### src/rtl/uart_rx_ctrl_if.sv
`default_nettype none
// ============================================================================
// Module   : uart_rx_ctrl_if
// Brief    : Receiver capture, FIFO read port and status signals of uart_rx_ctrl.
// Revision : 1.0
// ============================================================================
interface uart_rx_ctrl_if #(
    parameter int DATA_WIDTH = 8,
    parameter int FIFO_DEPTH = 8
);
    localparam int c_LEVEL_W = $clog2(FIFO_DEPTH) + 1;

    logic                  enable;
    logic [DATA_WIDTH-1:0] rx_data;
    logic                  rx_done;
    logic                  clr_rx_done;
    logic [DATA_WIDTH-1:0] rd_data;
    logic                  rd_valid;
    logic                  rd_ready;
    logic [c_LEVEL_W-1:0]  level;
    logic                  overrun;
    logic                  clr_overrun;
    logic                  timeout;

    modport master (
        output enable, rx_data, rx_done, rd_ready, clr_overrun,
        input  clr_rx_done, rd_data, rd_valid, level, overrun, timeout
    );

    modport slave (
        input  enable, rx_data, rx_done, rd_ready, clr_overrun,
        output clr_rx_done, rd_data, rd_valid, level, overrun, timeout
    );
endinterface
`default_nettype wire

### src/rtl/uart_rx_ctrl.sv
`default_nettype none
// ============================================================================
// Module   : uart_rx_ctrl
// Brief    : Captures UART receiver characters into a show-ahead FIFO with
//            acknowledge handshake, overrun and character-timeout status.
// Revision : 1.0
// ============================================================================
module uart_rx_ctrl #(
    parameter int DATA_WIDTH     = 8,
    parameter int FIFO_DEPTH     = 8,
    parameter int TIMEOUT_CYCLES = 4096
) (
    input  wire logic     clk,
    input  wire logic     rst_l,
    uart_rx_ctrl_if.slave bus
);
    localparam int c_PTR_W   = $clog2(FIFO_DEPTH);
    localparam int c_LEVEL_W = c_PTR_W + 1;
    localparam int c_CNT_W   = $clog2(TIMEOUT_CYCLES + 1);

    localparam logic [c_LEVEL_W-1:0] c_FULL_LEVEL  = c_LEVEL_W'(FIFO_DEPTH);
    localparam logic [c_LEVEL_W-1:0] c_EMPTY_LEVEL = '0;
    localparam logic [c_CNT_W-1:0]   c_TMO_MAX     = c_CNT_W'(TIMEOUT_CYCLES);

    localparam logic [1:0] c_ST_IDLE  = 2'd0;
    localparam logic [1:0] c_ST_CLEAR = 2'd1;
    localparam logic [1:0] c_ST_GUARD = 2'd2;

    logic [1:0]            state_q, state_d;
    logic                  clr_q, clr_d;
    logic [DATA_WIDTH-1:0] mem_q [FIFO_DEPTH];
    logic [c_PTR_W-1:0]    wr_ptr_q, wr_ptr_d;
    logic [c_PTR_W-1:0]    rd_ptr_q, rd_ptr_d;
    logic [c_LEVEL_W-1:0]  level_q, level_d;
    logic                  overrun_q, overrun_d;
    logic [c_CNT_W-1:0]    tmo_cnt_q, tmo_cnt_d;
    logic                  timeout_q, timeout_d;

    logic w_sample;
    logic w_pop;
    logic w_can_accept;
    logic w_push;
    logic w_drop;

    // rx_done is only looked at in IDLE; CLEAR/GUARD cover the receiver's fall time
    assign w_sample     = (state_q == c_ST_IDLE) && bus.rx_done;
    assign w_pop        = (level_q != c_EMPTY_LEVEL) && bus.rd_ready;
    assign w_can_accept = (level_q != c_FULL_LEVEL) || w_pop;
    assign w_push       = w_sample && bus.enable && w_can_accept;
    assign w_drop       = w_sample && bus.enable && !w_can_accept;

    // ---------------------------------------------------------------- FSM
    always_ff @(posedge clk or negedge rst_l) begin
        if (!rst_l) begin
            state_q <= c_ST_IDLE;
        end else begin
            state_q <= state_d;
        end
    end

    always_comb begin
        state_d = state_q;
        case (state_q)
            c_ST_IDLE:  if (bus.rx_done) state_d = c_ST_CLEAR;
            c_ST_CLEAR: state_d = c_ST_GUARD;
            c_ST_GUARD: state_d = c_ST_IDLE;
            default:    state_d = c_ST_IDLE;
        endcase
    end

    always_comb begin
        clr_d = 1'b0;
        case (state_q)
            c_ST_IDLE: clr_d = bus.rx_done;
            default:   clr_d = 1'b0;
        endcase
    end

    // ---------------------------------------------------------------- FIFO
    always_comb begin
        wr_ptr_d = wr_ptr_q;
        rd_ptr_d = rd_ptr_q;
        level_d  = level_q;
        if (w_push) wr_ptr_d = wr_ptr_q + 1'b1;
        if (w_pop)  rd_ptr_d = rd_ptr_q + 1'b1;
        case ({w_push, w_pop})
            2'b10:   level_d = level_q + 1'b1;
            2'b01:   level_d = level_q - 1'b1;
            default: level_d = level_q;
        endcase
    end

    always_ff @(posedge clk) begin
        if (w_push) begin
            mem_q[wr_ptr_q] <= bus.rx_data;
        end
    end

    // ---------------------------------------------------------------- status
    always_comb begin
        overrun_d = overrun_q;
        if (w_drop) begin
            overrun_d = 1'b1;
        end else if (bus.clr_overrun) begin
            overrun_d = 1'b0;
        end
    end

    always_comb begin
        tmo_cnt_d = tmo_cnt_q;
        if (w_push || w_pop || (level_q == c_EMPTY_LEVEL)) begin
            tmo_cnt_d = '0;
        end else if (tmo_cnt_q != c_TMO_MAX) begin
            tmo_cnt_d = tmo_cnt_q + 1'b1;
        end
    end

    // Flag rises on the edge the counter lands on the limit, so both agree in the same cycle
    always_comb begin
        timeout_d = timeout_q;
        if (w_pop || (level_d == c_EMPTY_LEVEL)) begin
            timeout_d = 1'b0;
        end else if (tmo_cnt_d == c_TMO_MAX) begin
            timeout_d = 1'b1;
        end
    end

    always_ff @(posedge clk or negedge rst_l) begin
        if (!rst_l) begin
            clr_q     <= 1'b0;
            wr_ptr_q  <= '0;
            rd_ptr_q  <= '0;
            level_q   <= '0;
            overrun_q <= 1'b0;
            tmo_cnt_q <= '0;
            timeout_q <= 1'b0;
        end else begin
            clr_q     <= clr_d;
            wr_ptr_q  <= wr_ptr_d;
            rd_ptr_q  <= rd_ptr_d;
            level_q   <= level_d;
            overrun_q <= overrun_d;
            tmo_cnt_q <= tmo_cnt_d;
            timeout_q <= timeout_d;
        end
    end

    assign bus.clr_rx_done = clr_q;
    assign bus.rd_data     = mem_q[rd_ptr_q];
    assign bus.rd_valid    = (level_q != c_EMPTY_LEVEL);
    assign bus.level       = level_q;
    assign bus.overrun     = overrun_q;
    assign bus.timeout     = timeout_q;

endmodule
`default_nettype wire

### src/flat_wrapper.sv
// flat-port wrapper written by rule: the top's interface ports become plain ports
module uart_rx_ctrl_flat 
#(
    parameter int DATA_WIDTH     = 8,
    parameter int FIFO_DEPTH     = 8,
    parameter int TIMEOUT_CYCLES = 4096
)
  (clk, rst_l, bus_enable, bus_rx_data, bus_rx_done, bus_rd_ready, bus_clr_overrun, bus_clr_rx_done, bus_rd_data, bus_rd_valid, bus_level, bus_overrun, bus_timeout);
  uart_rx_ctrl_if #(.DATA_WIDTH(DATA_WIDTH), .FIFO_DEPTH(FIFO_DEPTH)) bus_i ();
  input  wire logic clk;
  input  wire logic rst_l;
  input wire logic [$bits(bus_i.enable)-1:0] bus_enable;
  input wire logic [$bits(bus_i.rx_data)-1:0] bus_rx_data;
  input wire logic [$bits(bus_i.rx_done)-1:0] bus_rx_done;
  input wire logic [$bits(bus_i.rd_ready)-1:0] bus_rd_ready;
  input wire logic [$bits(bus_i.clr_overrun)-1:0] bus_clr_overrun;
  output wire logic [$bits(bus_i.clr_rx_done)-1:0] bus_clr_rx_done;
  output wire logic [$bits(bus_i.rd_data)-1:0] bus_rd_data;
  output wire logic [$bits(bus_i.rd_valid)-1:0] bus_rd_valid;
  output wire logic [$bits(bus_i.level)-1:0] bus_level;
  output wire logic [$bits(bus_i.overrun)-1:0] bus_overrun;
  output wire logic [$bits(bus_i.timeout)-1:0] bus_timeout;
  assign bus_i.enable = bus_enable;
  assign bus_i.rx_data = bus_rx_data;
  assign bus_i.rx_done = bus_rx_done;
  assign bus_i.rd_ready = bus_rd_ready;
  assign bus_i.clr_overrun = bus_clr_overrun;
  assign bus_clr_rx_done = bus_i.clr_rx_done;
  assign bus_rd_data = bus_i.rd_data;
  assign bus_rd_valid = bus_i.rd_valid;
  assign bus_level = bus_i.level;
  assign bus_overrun = bus_i.overrun;
  assign bus_timeout = bus_i.timeout;
  uart_rx_ctrl #(.DATA_WIDTH(DATA_WIDTH), .FIFO_DEPTH(FIFO_DEPTH), .TIMEOUT_CYCLES(TIMEOUT_CYCLES)) u_core (.clk(clk), .rst_l(rst_l), .bus(bus_i));
endmodule
### config.mk
export PLATFORM = sky130hd
export DESIGN_NAME = uart_rx_ctrl_flat
export DESIGN_NICKNAME = d
export VERILOG_FILES = /design/src/rtl/uart_rx_ctrl_if.sv /design/src/rtl/uart_rx_ctrl.sv /design/src/flat_wrapper.sv
export SDC_FILE = /design/constraint.sdc
export NUM_CORES = 1
export LEC_CHECK = 0
export ABC_AREA = 1
export CAP_MARGIN = 40
export CORE_ASPECT_RATIO = 0.6
export CORE_UTILIZATION = 45
export CTS_BUF_LIST = sky130_fd_sc_hd__clkbuf_4 sky130_fd_sc_hd__clkbuf_8
export DETAILED_ROUTE_END_ITERATION = 16
export PLACE_DENSITY = 0.73
export SLEW_MARGIN = 20
export SYNTH_ARGS = -nofsm -noshare
export SYNTH_HDL_FRONTEND = slang
export SYNTH_SLANG_ARGS = --single-unit
### constraint.sdc
create_clock -name clk -period 6.6 [get_ports clk]
set_input_delay 1.98 -clock clk [delete_from_list [all_inputs] [get_ports clk]]
set_output_delay 1.98 -clock clk [all_outputs]
set_load 0.05 [all_outputs]
==> impl_summary.txt, run 1 <==
----------------------------------------------------
[Yosys]
  FF+latch count, synth ... between 90 and 100
  Sequential fraction of the synthesis area ... 62.4%
  Share of the synthesized area in compound gates (AO/OA/AOI/OAI) ... 8.19%
  Number of distinct standard cells referenced by the synthesized netlist ... 36
  Commonest register cell after synthesis ... edfxtp_1
  Syn Area/Cell ... ~10 sq um
  Syn Std Cell Area ... 4200 sq um
  Proportion of synthesized area in mux cells ... 0%
  Combinational family with the most area after synthesis ... simple AND/OR/NAND/NOR gates
  Cell type with the highest aggregate area in the netlist ... edfxtp_1
  Yosys top cell area share ... between 40% and 50%
  Simple-gate share of the synthesized area ... 19.9%
  Most area-consuming cells after synthesis ... edfxtp_1, dfrtp_1, nor2_1
  Fraction of registers with async set or reset after synthesis ... 30.4%
  Net Count, Synth ... 434
  Share of the synthesized netlist area taken by xor and xnor gates ... 1.25%
  Yosys synthesis warning count ... 0
  Synth Area in Adders ... 2.56%
  Gate Count Post-Synth ... 412
  EDFF count, synth ... 64

[Drt]
  Total vias in the final route ... 2951
  Detail-routed via count per cell ... 5.24
  DR DRC count ... 0
  Antenna-violating nets left ... 0
  Average wire length per cell after detail routing ... 15.2 um
  Final wirelength ... 8540 um
  First-pass iteration count of the detailed router ... 4
  First-iteration detailed-routing DRC count ... ~180

[Timing]
  Number of pins exceeding their max-slew limit in the final report ... 0
  Final hold violations ... 0
  Final critical delay including setup and external delays ... 5020 ps
  Layout Skew ... around 6.0 ps
  Worst max-slew margin expressed relative to the limit ... 42.8%
  Final setup viols ... 0
  Period utilization ... 76.1%
  Final total negative setup slack ... 0 ps
  Post-route setup slack ... 1580 ps
  Actual transition at the worst max-transition pin ... 856 ps
  Fmax ... 199 MHz
  Setup repair after global routing missed its margin ... no

[Floorplan]
  Initial core utilization ... 47.8%
  Die outline width ... 127 um
  Height of the chip ... about 77 um
  Core Rows ... 26
  Core ar. ... 8780 sq um
  I/O pin cnt ... 30
  Full die area ... 9740 sq um

[Finish]
  Diode count ... 0
  Share of the core filled with cells in the final layout ... between 50% and 60%
  Area growth from synthesis to layout ... 14.6%
  Fillers ... roughly 760
  Final design area excluding fillers ... 4820 sq um
  Final nets ... 468
  Share of final-layout standard cells stronger than drive strength 1 ... around a tenth

[Clock network]
  Clock latency of the later-clocked register in the worst-skew pair ... approximately 370 ps
  Post CTS Setup Buffer Count ... 0
  Buffer type at the clock tree root ... clkbuf_8
  Count of clock tree sinks ... 92
  Clock-pin slew on the worst setup and hold paths ... around 80 ps
  TritonCTS buffer count ... 9
  Number of buffers inserted for hold repair after clock tree synthesis ... 0
  CTS Buffer Depth ... 2
  Count of cells resized by post-cts repair ... 0
  Clock tree from TritonCTS ... yes
  Maximum level of the CTS H-tree ... 3

[Worst setup path]
  Critical Path End Type ... output port
  Cells along the critical path ... buf_4 -> inv_1 -> o21ai_0 -> o22ai_1 -> nor2_1 -> a31oi_1 -> clkdlybuf4s50_1
  Crit path max fanout ... 35
  Crit start category ... flop
  Largest stage delay on the critical path ... 820 ps
  Critical Path RT ... roughly 4600 ps
  Master of the slowest instance on the critical path ... clkdlybuf4s50_1
  WS Path Type ... flop to output port
  CP Data Arrival Time ... just over 3000 ps

[GRT]
  GRT Total Usage ... approximately a fifth
  Largest net degree at the start of global routing ... 36
  Wire length of the first global-routing pass ... 13800 um
  Residual overflow from global routing ... 0
  Vias in the first global route ... approximately 2800
  Number of antenna violations at the first check in global routing ... 0

[Power and ir drop]
  Total power density per cell area ... between 300 and 400 nW/um^2
  Worst IR drop on VDD ... 204 uV
  Leakage power summed over all cells ... 1.95 nW

[Outcome]
  Status ... completed

[Placed design]
  DP Worst Slack ... 1990 ps
  Number of input and output port buffers inserted ... 29
  Last weighted congestion value of the routability-driven placer ... 0.820
  Cell Area, Placed ... 4620 sq um
  Detailed placement HPWL ... slightly below 6000 um

[Flow run]
  Max_cap viols ... 0

[Min path]
  Hold crit path type ... flop to flop

----------------------------------------------------
[metal layers]
| layer | wire length (um) | global-route usage, % |
|---|---|---|
| met1 | 4130 | 27.0 |
| met2 | 3710 | 27.1 |
| met4 | 88 | 5.71 |
| met3 | 606 | 6.70 |
| met5 | 0 | 0 |
[worst max-delay path, delay by kind of cell (launching register included)]
family / cells / cell delay, ps
DFF: 1 / 370
AOI/OAI and AO/OA: 3 / 510
and+or+nand+nor: 1 / 60
buffers and inverters: 3 / 1730
[cell families after synthesis]
kind of cell | count (synthesis)
simple gates | 187
compound gates | 59
xor+xnor | 6
fa+ha+maj | 8
buf+inv | 60
flops | 92
[cells in the mapped netlist (2+ instances only)]
cell type and number:
nor2_1 78, edfxtp_1 64, nand2_1 58, inv_1 45, o21ai_0 38, dfrtp_1 28
nand3_1 24, nor2_2 9, a31oi_1 8, o22ai_1 8, ha_1 7, clkbuf_1 6
xor2_1 5, buf_2 4, nand4_1 4, nand3_2 3, a21oi_1 2, inv_2 2
nand3b_1 2
[through the flow]
stage,hold WS (ps),power (W),cells
4_1_cts,513,0.00192,563
3_5_place_dp,501,0.00155,547
6_report,509,0.00192,563
5_1_grt,545,0.00203,563
3_3_place_gp,487,0.00153,543
2_1_floorplan,477,0.00133,412
[report_power, final]
| group | total [W] | switching, W | internal (W) | leakage (nW) |
|---|---|---|---|---|
| Combinational | 0.000804 | 0.000542 | 0.000262 | 0.917 |
| Sequential | 0.000740 | 0.0000653 | 0.000675 | 0.939 |
| Clock | 0.000372 | 0.000193 | 0.000178 | 0.0896 |
[layout by cell type (no fill, tap or decap), drive strengths merged]
cell type / synthesis / routed
nand3b: 2 / 2
a31oi: 8 / 8
clkinvlp: 0 / 3
o22ai: 8 / 8
buf: 6 / 6
o21ai: 38 / 38
xor2: 5 / 5
nor4: 1 / 1
ha: 7 / 7
nand2: 59 / 59
bufinv: 0 / 1
a21oi: 4 / 4
edfxtp: 64 / 64
a21boi: 1 / 1
nand4: 4 / 4
or2: 1 / 1
dfrtp: 28 / 28
nor2: 88 / 88
inv: 47 / 47
nand3: 27 / 27
nor3: 2 / 2
clkinv: 1 / 3
xnor2: 1 / 1
nor3b: 2 / 2
fa: 1 / 1
clkbuf: 6 / 10
clkdlybuf4s50: 0 / 29
and2: 1 / 1
[state kept, by name (all words and copies together) (netlist names)]
register                count
u_core.mem_q               64
u_core.tmo_cnt_q           13
u_core.bus.level            4
u_core.rd_ptr_q             3
u_core.wr_ptr_q             3
u_core.state_q              2
u_core.bus.clr_rx_done      1
u_core.bus.overrun          1
u_core.bus.timeout          1
[layout make-up]
class                           count  area, sq um  area share [%]
Clock buffer                       10          131            2.73
Clock inverter                      6         65.1            1.35
Inverter                           48          180            3.74
Multi-Input combinational cell    260         1340            27.9
Sequential cell                    92         2620            54.5
Tap cell                          112          140            2.91
Timing Repair Buffer               35          335            6.96
[worst paths after layout]
path / from / endpoint / slack, ps / depth (start not counted)
max: u_core.rd_ptr_q[0] / bus_rd_data[7] / 1580 / 7
min: u_core.state_q[1] / u_core.state_q[1] / 510 / 1
max reg2reg: u_core.bus.level[0] / u_core.bus.timeout / 4210 / 12
min reg2reg: u_core.state_q[1] / u_core.state_q[1] / 510 / 1
max in group asynchronous: rst_l / u_core.tmo_cnt_q[7] / 4350 / 2
min in group asynchronous: rst_l / u_core.wr_ptr_q[2] / 1980 / 2
No activity file was read; power rests on OpenSTA's default activity.
==> run 2: changes to the inputs <==
- clock period: 6.6 -> 5.25 ns (I/O delays scaled with it)
==> run 2 against run 1 <==
  * Clock power is 30% higher
  * Count of clock-buffer cells in the layout stayed put
  * Power is 28% higher
  * Routed wire length is 0.43% higher
  * Largest power group unchanged
  * First-iteration DRC count is 25% higher
  * Critical path type unchanged
  * Design area is 0.44% higher
  * Cell count is 0.18% higher
  * Clock skew is 4.5 ps higher
  * Largest cell class unchanged
==> impl_summary.txt, run 2 (same netlist as run 1, synthesis figures left out) <==
----------------------------------------------------
[Outcome]
  Status ... completed

[Drt]
  DR DRC count ... 0
  First-pass iteration count of the detailed router ... 5
  Detail-routed via count per cell ... between 5 and 6
  First-iteration detailed-routing DRC count ... 219
  Final wirelength ... 8580 um
  Total vias in the final route ... 2942
  Average wire length per cell after detail routing ... 15.2 um
  Antenna-violating nets left ... 0

[Timing]
  Period utilization ... 88.1%
  Final total negative setup slack ... 0 ps
  Setup repair after global routing missed its margin ... no
  Final setup viols ... 0
  Final critical delay including setup and external delays ... 4620 ps
  Worst max-slew margin expressed relative to the limit ... 59.6%
  Actual transition at the worst max-transition pin ... 607 ps
  Layout Skew ... between 10 and 15 ps
  Number of pins exceeding their max-slew limit in the final report ... 0
  Smallest hold slack ... 511 ps
  Fmax ... around 220 MHz
  Final hold violations ... 0

[Finish]
  Count of non-filler cells in the finished layout ... 564
  Diode count ... 0
  Register name with the most flops ... u_core.mem_q
  Highest-count cells in the layout ignoring fill and taps ... nor2_1, edfxtp_1, nand2_1
  Most frequent standard cell in the layout excluding fill and tap cells ... nor2_1
  Area growth from synthesis to layout ... 15.1%
  Final nets ... approximately 470
  Flip-flop count of the largest register after layout ... between 60 and 70
  Share of final-layout standard cells stronger than drive strength 1 ... under 10%

[Worst setup path]
  Cells along the critical path ... inv_1 -> o21ai_0 -> o22ai_1 -> nor2_1 -> a31oi_1 -> clkdlybuf4s50_1
  WS Path Type ... flop to output port
  Worst path top cell family by delay ... buffers and inverters
  Crit path max fanout ... 18
  Critical Path RT ... 3680 ps
  CP Data Arrival Time ... 3050 ps
  Master of the slowest instance on the critical path ... clkdlybuf4s50_1
  Crit start category ... flop
  Critical Path End Type ... output port
  Largest stage delay on the critical path ... 840 ps
  WP buf/inv ... 2

[Power and ir drop]
  Total net switching power ... 0.00103 W
  Worst IR drop on VDD ... 314 uV
  Proportion of power drawn by the clock network ... 19.8%
  Internal Dissipation ... about 0.0014 W
  Total power density per cell area ... 506 nW/um^2
  Part of the total power dissipated in combinational logic ... 42.1%
  Leakage power summed over all cells ... 1.96 nW
  Sw Share ... 42.1%
  Register share of total power ... around two fifths

[Clock network]
  Buffer type at the clock tree root ... clkbuf_8
  Post CTS Setup Buffer Count ... 0
  Maximum level of the CTS H-tree ... 3
  Clock-pin slew on the worst setup and hold paths ... 90 ps
  TritonCTS buffer count ... 9
  Count of clock tree sinks ... 92
  Clock latency of the later-clocked register in the worst-skew pair ... between 300 and 400 ps
  CTS Buffer Depth ... 2
  Number of buffers inserted for hold repair after clock tree synthesis ... 0
  Count of cells resized by post-cts repair ... 0
  Clock tree from TritonCTS ... yes

[GRT]
  Vias in the first global route ... 2831
  Number of antenna violations at the first check in global routing ... 0
  Wire length of the first global-routing pass ... 14100 um
  Largest net degree at the start of global routing ... 35
  GRT Total Usage ... 19.4%
  Residual overflow from global routing ... 0

[Floorplan]
  Core ar. ... 8780 sq um
  Core Rows ... 26
  Full die area ... 9740 sq um
  Die outline width ... ~130 um
  Height of the chip ... 76.8 um
  Initial core utilization ... between 40% and 50%
  I/O pin cnt ... 30

[Placed design]
  Detailed placement HPWL ... 5910 um
  Number of input and output port buffers inserted ... 29
  Last weighted congestion value of the routability-driven placer ... roughly 0.8
  Cell Count Post-Placement ... around 550

[Flow run]
  Max_cap viols ... 0

[Min path]
  Hold crit path type ... flop to flop

----------------------------------------------------
## run 2: changes by cell type in the layout (fill, tap and decap cells not counted)
cell        before  now
inv_6            0    2
clkinv_1         2    1
buf_8            0    1
clkinvlp_4       3    2
## run 2: power by group through the flow
stage | combinational (W) | clock [W] | sequential, W
finish | 0.00103 | 0.000485 | 0.000931
global route | 0.00113 | 0.000525 | 0.000944
CTS | 0.00102 | 0.000498 | 0.000930
detailed placement | 0.00101 | 0 | 0.000944
global placement | 0.000990 | 0 | 0.000940
floorplan | 0.000700 | 0 | 0.000974
## run 2: cell type report
cell class / instances / area [sq um]
inverters: 48 / 180
well taps: 112 / 140
clock buffers: 10 / 131
flip-flops and latches: 92 / 2620
fillers: 752 / 3950
multi-input cells: 260 / 1340
clock inverters: 6 / 71.3
repair buffers: 36 / 350
## run 2: routing by layer
layer	global-route usage (%)	share of wire [%]
met3	4.82	7.3
met2	27.5	43
met4	6.90	0.82
met5	0	0
met1	28.9	48
## run 2: worst paths after layout
| check | start | end | slack [ps] | depth (start not counted) |
|---|---|---|---|---|
| min | u_core.state_q[1] | u_core.state_q[1] | 510 | 1 |
| max | u_core.rd_ptr_q[1] | bus_rd_data[4] | 630 | 6 |
| min reg2reg | u_core.state_q[1] | u_core.state_q[1] | 510 | 1 |
| max reg2reg | u_core.bus.level[1] | u_core.bus.timeout | 2850 | 12 |
| min in group asynchronous | rst_l | u_core.wr_ptr_q[1] | 1570 | 2 |
| max in group asynchronous | rst_l | u_core.tmo_cnt_q[1] | 3390 | 2 |
## run 2: worst register-to-register path, stage by stage (launching register included)
cell and delay, ps:
dfrtp_1 470, nor4_1 510, nor2_2 120, inv_2 90, ha_1 140, a21boi_4 390, nand3_1 190, nand2_1 110
inv_1 40, nand3_1 60, nor2_1 50, nand2_1 80, a21oi_2 50
## run 2: metrics by stage
| stage | setup WS (ps) | instance area, sq um | total power [W] | utilization [%] |
|---|---|---|---|---|
| 2_1_floorplan | 1750 | 4200 | 0.00167 | - |
| 3_3_place_gp | 1240 | 4590 | 0.00193 | 52.3 |
| 3_5_place_dp | 1080 | 4620 | 0.00196 | 52.6 |
| 4_1_cts | 636 | 4820 | 0.00245 | 54.9 |
| 5_1_grt | 441 | 4840 | 0.00260 | 55.1 |
| 6_report | 627 | 4840 | 0.00245 | 55.1 |
